--- config.mk ---
export PLATFORM = sky130hd
export DESIGN_NAME = stdout_uart_tx_flat
export DESIGN_NICKNAME = d
export VERILOG_FILES = /design/src/rtl/toy_pkg.sv /design/src/rtl/stdio.sv /design/src/rtl/uart_tx_byte.sv /design/src/rtl/stdout_uart_tx.sv /design/src/flat_wrapper.sv
export SDC_FILE = /design/constraint.sdc
export NUM_CORES = 1
export LEC_CHECK = 0
export CORE_UTILIZATION = 53
export DETAILED_ROUTE_END_ITERATION = 7
export GPL_TIMING_DRIVEN = 1
export PLACE_DENSITY = 0.79
export REMOVE_ABC_BUFFERS = 1
export SETUP_SLACK_MARGIN = 0.4
export SLEW_MARGIN = 5
export SYNTH_ARGS = -nofsm -noshare
export SYNTH_HDL_FRONTEND = slang
export SYNTH_SLANG_ARGS = --single-unit
--- constraint.sdc ---
create_clock -name clk_i -period 2.1 [get_ports clk_i]
set_input_delay 0.42 -clock clk_i [delete_from_list [all_inputs] [get_ports clk_i]]
set_output_delay 0.42 -clock clk_i [all_outputs]
set_load 0.005 [all_outputs]
--- src/rtl/toy_pkg.sv ---
// Shared types, constants and helpers for the stdout console sink.
// Optional CR LF terminator is selected with STDOUT_UART_CRLF_EN.
package toy_pkg;

  localparam logic [7:0] ASCII_CR = 8'h0D;
  localparam logic [7:0] ASCII_LF = 8'h0A;

`ifdef STDOUT_UART_CRLF_EN
  localparam int unsigned NCHARS = 6;
`else
  localparam int unsigned NCHARS = 5;
`endif

  typedef enum logic [1:0] {
    TX_IDLE,
    TX_START,
    TX_DATA,
    TX_STOP
  } tx_state_e;

  typedef enum logic {
    CTL_IDLE,
    CTL_SEND
  } ctl_state_e;

  function automatic logic [7:0] hex_to_ascii(input logic [3:0] nib);
    return (nib < 4'd10) ? (8'h30 + {4'h0, nib}) : (8'h37 + {4'h0, nib});
  endfunction

endpackage

--- src/rtl/stdio.sv ---
// stdio word channel: producer drives val/data, consumer drives rdy.
interface stdio;
  logic        val;
  logic        rdy;
  logic [15:0] data;

  modport in  (input val, input data, output rdy);
  modport out (output val, output data, input rdy);
endinterface

--- src/rtl/uart_tx_byte.sv ---
// 8N1 byte serialiser (LSB first) with a val/rdy byte input.
// rdy also rises on the last stop-bit clock so frames chain with no idle gap.
module uart_tx_byte
  import toy_pkg::*;
#(
  parameter int unsigned CLKS_PER_BIT = 434
) (
  input  logic       clk_i,
  input  logic       rst_ni,
  input  logic       val_i,
  input  logic [7:0] data_i,
  output logic       rdy_o,
  output logic       done_o,
  output logic       tx_o
);

  localparam int unsigned CW = (CLKS_PER_BIT > 1) ? $clog2(CLKS_PER_BIT) : 1;
  localparam logic [CW-1:0] BAUD_LAST = CW'(CLKS_PER_BIT - 1);

  tx_state_e     state_q, state_d;
  logic [CW-1:0] baud_q, baud_d;
  logic [2:0]    bit_q, bit_d;
  logic [7:0]    byte_q, byte_d;
  logic          baud_last;

  assign baud_last = (baud_q == BAUD_LAST);

  always_ff @(posedge clk_i or negedge rst_ni) begin
    if (!rst_ni) begin
      state_q <= TX_IDLE;
      baud_q  <= '0;
      bit_q   <= '0;
      byte_q  <= '0;
    end else begin
      state_q <= state_d;
      baud_q  <= baud_d;
      bit_q   <= bit_d;
      byte_q  <= byte_d;
    end
  end

  always_comb begin
    state_d = state_q;
    baud_d  = baud_q;
    bit_d   = bit_q;
    byte_d  = byte_q;
    if (state_q != TX_IDLE) begin
      baud_d = baud_last ? '0 : baud_q + CW'(1);
    end
    case (state_q)
      TX_IDLE: begin
        if (val_i) begin
          state_d = TX_START;
          byte_d  = data_i;
          baud_d  = '0;
        end
      end
      TX_START: begin
        if (baud_last) begin
          state_d = TX_DATA;
          bit_d   = '0;
        end
      end
      TX_DATA: begin
        if (baud_last) begin
          bit_d = bit_q + 3'd1;
          if (bit_q == 3'd7) state_d = TX_STOP;
        end
      end
      TX_STOP: begin
        if (baud_last) begin
          if (val_i) begin
            state_d = TX_START;
            byte_d  = data_i;
          end else begin
            state_d = TX_IDLE;
          end
        end
      end
      default: state_d = TX_IDLE;
    endcase
  end

  always_comb begin
    rdy_o  = (state_q == TX_IDLE) || ((state_q == TX_STOP) && baud_last);
    done_o = (state_q == TX_STOP) && baud_last;
    case (state_q)
      TX_START: tx_o = 1'b0;
      TX_DATA:  tx_o = byte_q[bit_q];
      default:  tx_o = 1'b1;
    endcase
  end

endmodule

--- src/rtl/stdout_uart_tx.sv ---
// Console sink: prints each accepted 16-bit stdout word as 4 hex chars + LF
// on a UART line. Define STDOUT_UART_CRLF_EN for a CR LF terminator.
module stdout_uart_tx
  import toy_pkg::*;
#(
  parameter int unsigned CLK_HZ = 50000000,
  parameter int unsigned BAUD   = 115200
) (
  input  logic clk_i,
  input  logic rst_ni,
  stdio.in     stdout_intf,
  output logic tx_o,
  output logic busy_o
);

  localparam int unsigned CLKS_PER_BIT = CLK_HZ / BAUD;
  localparam logic [2:0]  LAST_IDX     = 3'(NCHARS - 1);

  if (CLKS_PER_BIT < 2) begin : g_bad_baud
    $error("stdout_uart_tx: CLK_HZ/BAUD must be at least 2");
  end

  ctl_state_e  ctl_q, ctl_d;
  logic [15:0] word_q, word_d;
  logic [2:0]  idx_q, idx_d;
  logic        byte_val, byte_rdy, byte_done;
  logic [7:0]  byte_data;

  function automatic logic [7:0] char_at(input logic [15:0] w, input logic [2:0] idx);
    case (idx)
      3'd0:    return hex_to_ascii(w[15:12]);
      3'd1:    return hex_to_ascii(w[11:8]);
      3'd2:    return hex_to_ascii(w[7:4]);
      3'd3:    return hex_to_ascii(w[3:0]);
`ifdef STDOUT_UART_CRLF_EN
      3'd4:    return ASCII_CR;
`endif
      default: return ASCII_LF;
    endcase
  endfunction

  always_ff @(posedge clk_i or negedge rst_ni) begin
    if (!rst_ni) begin
      ctl_q  <= CTL_IDLE;
      word_q <= '0;
      idx_q  <= '0;
    end else begin
      ctl_q  <= ctl_d;
      word_q <= word_d;
      idx_q  <= idx_d;
    end
  end

  // idx_q is the index of the character currently on the line.
  always_comb begin
    ctl_d  = ctl_q;
    word_d = word_q;
    idx_d  = idx_q;
    case (ctl_q)
      CTL_IDLE: begin
        if (stdout_intf.val) begin
          word_d = stdout_intf.data;
          idx_d  = '0;
          ctl_d  = CTL_SEND;
        end
      end
      CTL_SEND: begin
        if (byte_val && byte_rdy) idx_d = idx_q + 3'd1;
        if ((idx_q == LAST_IDX) && byte_done) ctl_d = CTL_IDLE;
      end
      default: ctl_d = CTL_IDLE;
    endcase
  end

  // In IDLE the first character is taken straight from the channel so the
  // serialiser starts on the accept edge itself, without a pipeline bubble.
  always_comb begin
    stdout_intf.rdy = (ctl_q == CTL_IDLE);
    busy_o          = (ctl_q != CTL_IDLE);
    if (ctl_q == CTL_IDLE) begin
      byte_val  = stdout_intf.val;
      byte_data = char_at(stdout_intf.data, 3'd0);
    end else begin
      byte_val  = (idx_q != LAST_IDX);
      byte_data = char_at(word_q, idx_q + 3'd1);
    end
  end

  uart_tx_byte #(
    .CLKS_PER_BIT(CLKS_PER_BIT)
  ) u_tx_byte (
    .clk_i (clk_i),
    .rst_ni(rst_ni),
    .val_i (byte_val),
    .data_i(byte_data),
    .rdy_o (byte_rdy),
    .done_o(byte_done),
    .tx_o  (tx_o)
  );

endmodule

--- src/flat_wrapper.sv ---
// flat-port wrapper written by rule: the top's interface ports become plain ports
module stdout_uart_tx_flat import toy_pkg::*;
#(
  parameter int unsigned CLK_HZ = 50000000,
  parameter int unsigned BAUD   = 115200
)
  (clk_i, rst_ni, tx_o, busy_o, stdout_intf_val, stdout_intf_data, stdout_intf_rdy);
  stdio stdout_intf_i ();
  input  logic clk_i;
  input  logic rst_ni;
  output logic tx_o;
  output logic busy_o;
  input wire logic [$bits(stdout_intf_i.val)-1:0] stdout_intf_val;
  input wire logic [$bits(stdout_intf_i.data)-1:0] stdout_intf_data;
  output wire logic [$bits(stdout_intf_i.rdy)-1:0] stdout_intf_rdy;
  assign stdout_intf_i.val = stdout_intf_val;
  assign stdout_intf_i.data = stdout_intf_data;
  assign stdout_intf_rdy = stdout_intf_i.rdy;
  stdout_uart_tx #(.CLK_HZ(CLK_HZ), .BAUD(BAUD)) u_core (.clk_i(clk_i), .rst_ni(rst_ni), .stdout_intf(stdout_intf_i), .tx_o(tx_o), .busy_o(busy_o));
endmodule
==> flow_summary.toml <==
[yosys]
synth-seq-cells = 41
synth_warnings = 0
avgSynthCellArea_sq_um = 8.668
synth_commonest_cells = "nand2_1 (64), dfrtp_1 (41), o21ai_0 (35), inv_1 (21), ha_1 (18)"
synth_cell_types = 44
yosys-top-cells-area = "dfrtp_1 (39%), nand2_1 (9.1%), ha_1 (8.5%)"
ys.flop_type = "dfrtp_1"
async_flop_share_pct = 100.0
syn-instance-count = 306
synth_top_area_share_pct = 38.68
yosysTopAreaCell = "dfrtp_1"
yosysSeqAreaShare_pct = 38.68
yosysMostFrequentCell = "nand2_1"
synth_edf_count = 0
syn-cell-area_sq_mm = 0.002653

[die]
die_w_um = 72.75
die_h_um = 72.75
fp-row-count = 25
dieArea_sq_mm = 0.005292
io_pins = 22
start_util_pct = 55.79
core_area_sq_mm = 0.004755

[clock_tree]
root_buffer = "clkbuf_8"
htree_levels = 2
cts_tree = "yes"
cts.clk_slew.worst_paths_ns = 0.08
cts_buffer_depth = 2
clk_latency_ns = 0.30
clkSinkCount = 41
numCtsBuffers = 5

[layout]
fin_util_pct = 71.92
multiInputGateArea_sq_mm = 0.001674
drive_gt1_share_pct = 22.10
num_antenna_cells = 0
final_nets = 389
register_area_sq_mm = 0.001027
nFillCells = 346
final_area_sq_mm = 0.003420
final_cells = 420
area_growth_pct = 28.92

[worst_setup_path]
critPathSlowestCell = "mux4_2"
worstSetupEndpointType = "output pin"
crit_arrival_ns = 1.63
critPathBufInv = 1
crit_family = "multiplexers"
cp.required_ns = 1.68
path_cells = "mux4_2 > o211ai_1 > o21ai_1 > buf_2"
cp-start-kind = "register"
worst-path-max-fanout = 2
path_class = "register to output pin"
critPathMaxStageDelay_ns = 0.48

[timing]
fmax_mhz = 487.3
tightest_slew_ns = 0.4951
period_share_pct = 97.71
worst_slack_ns = 0.04801
fin_crit_ns = 2.052
maxSlewViolCount = 0
finClkSkew_ns = 0.006092
rsz0062_at_grt = "true"
fin_tns_setup_ns = 0
final-setup-viol-count = 0
slew_headroom_pct = 67.00
hold_viol = 0

[detailed_routing]
vias = 2476
wirelength_mm = 6.761
wire_per_inst_um = 16.10
via_per_inst = 5.895
drc = 0
first_iter_violations = 307
first_pass_iters = 7
antenna_left = 0

[power]
power.leakage_nw = 1.496
peakVddDrop_mv = 0.3378
p_per_area_mw_per_mm2 = 514.7

[outcome]
status = "completed"

[placement]
pre_cts_slack_ns = 0.03753
hpwlAfterDp_mm = 4.309
port_buffers = 21
placedCellCount = 400
place_congestion = 0.8458
postPlaceCellArea_sq_mm = 0.003028

[grt]
grtUsageTotal_pct = 26.72
grt_overflow_total = 0
grt_pass1_wl_mm = 10.87
grt_pass1_vias = 2269
grt_max_degree = 26
antenna_found_initial = 0

[min_path]
min_path_type = "primary input to async pin"

[flow_run]
drv_cap = 0
==> final timing paths <==
path                                                   end  cells after the start  slack (ns)                       start
worst max-delay path                                  tx_o                      4        0.05  u_core.u_tx_byte.byte_q[2]
worst min-delay path                     u_core.word_q[11]                      1        0.08                      rst_ni
worst max register to register  u_core.u_tx_byte.byte_q[0]                      5        0.12  u_core.u_tx_byte.baud_q[3]
worst min register to register  u_core.u_tx_byte.baud_q[7]                      1        0.51  u_core.u_tx_byte.baud_q[7]
max in group asynchronous        u_core.u_tx_byte.bit_q[1]                      2        1.53                      rst_ni
min in group clk_i              u_core.u_tx_byte.baud_q[7]                      1        0.51  u_core.u_tx_byte.baud_q[7]
==> power by group <==
part / switching [W] / internal (W)
Combinational: 0.000160 / 0.000141
Sequential: 0.0000589 / 0.000828
Clock: 0.000275 / 0.000297
==> logic make-up after synthesis <==
group | share of synthesized area (%)
simple gates | 19.58
compound gates | 22.78
flops | 38.68
buf+inv | 4.528
fa+ha+maj | 8.491
mux | 3.632
xor+xnor | 2.311
==> final cells by class <==
type | instances | share of cell area, %
clock buffer | 7 | 2.817
tap | 67 | 2.452
inverter | 21 | 2.378
timing repair buffer | 48 | 13.21
clock inverter | 1 | 0.1464
multi-input combinational | 235 | 48.96
sequential | 41 | 30.04
==> metrics by stage <==
step | hold slack, ns | total power (W)
2_1_floorplan | 0.1244 | 0.001048
3_3_place_gp | 0.4052 | 0.001161
4_1_cts | 0.09448 | 0.001749
6_report | 0.07988 | 0.001760
3_5_place_dp | 0.4139 | 0.001170
5_1_grt | 0.1143 | 0.001848
==> state kept, by name, indices dropped and copies added, names as in the netlist <==
register / flops
u_core.word_q: 16
u_core.u_tx_byte.bit_q: 3
u_core.u_tx_byte.state_q: 2
u_core.idx_q: 3
u_core.u_tx_byte.baud_q: 9
u_core.u_tx_byte.byte_q: 7
u_core.busy_o: 1
==> metal layers <==
layer | global-route usage (%) | share of wire, %
met1 | 35.71 | 44
met3 | 4.972 | 4.6
met4 | 8.932 | 2.7
met2 | 43.72 | 48
met5 | 0 | 0
==> timing repair <==
action,CTS,global route
hold buffers,0,0
pin swaps,14,5
cloned,0,0
setup buffers,11,1
resized for setup,50,30
setup endpoints to repair,28,27
hold endpoints to repair,0,0
==> cells in the final DEF, fill, tap and decap left out, types with 5 or more instances in the layout <==
cell type	count
nand2_1	62
ha_1	16
buf_6	9
clkbuf_8	7
o21ai_0	18
xnor2_1	6
clkdlybuf4s50_1	17
inv_1	19
o21ai_2	5
o21ai_1	12
nor2b_1	6
a21oi_1	8
nor2_1	5
dfrtp_1	40
nor2_4	7
buf_4	17
o211ai_1	8
Power figures use the tool's default switching activity.
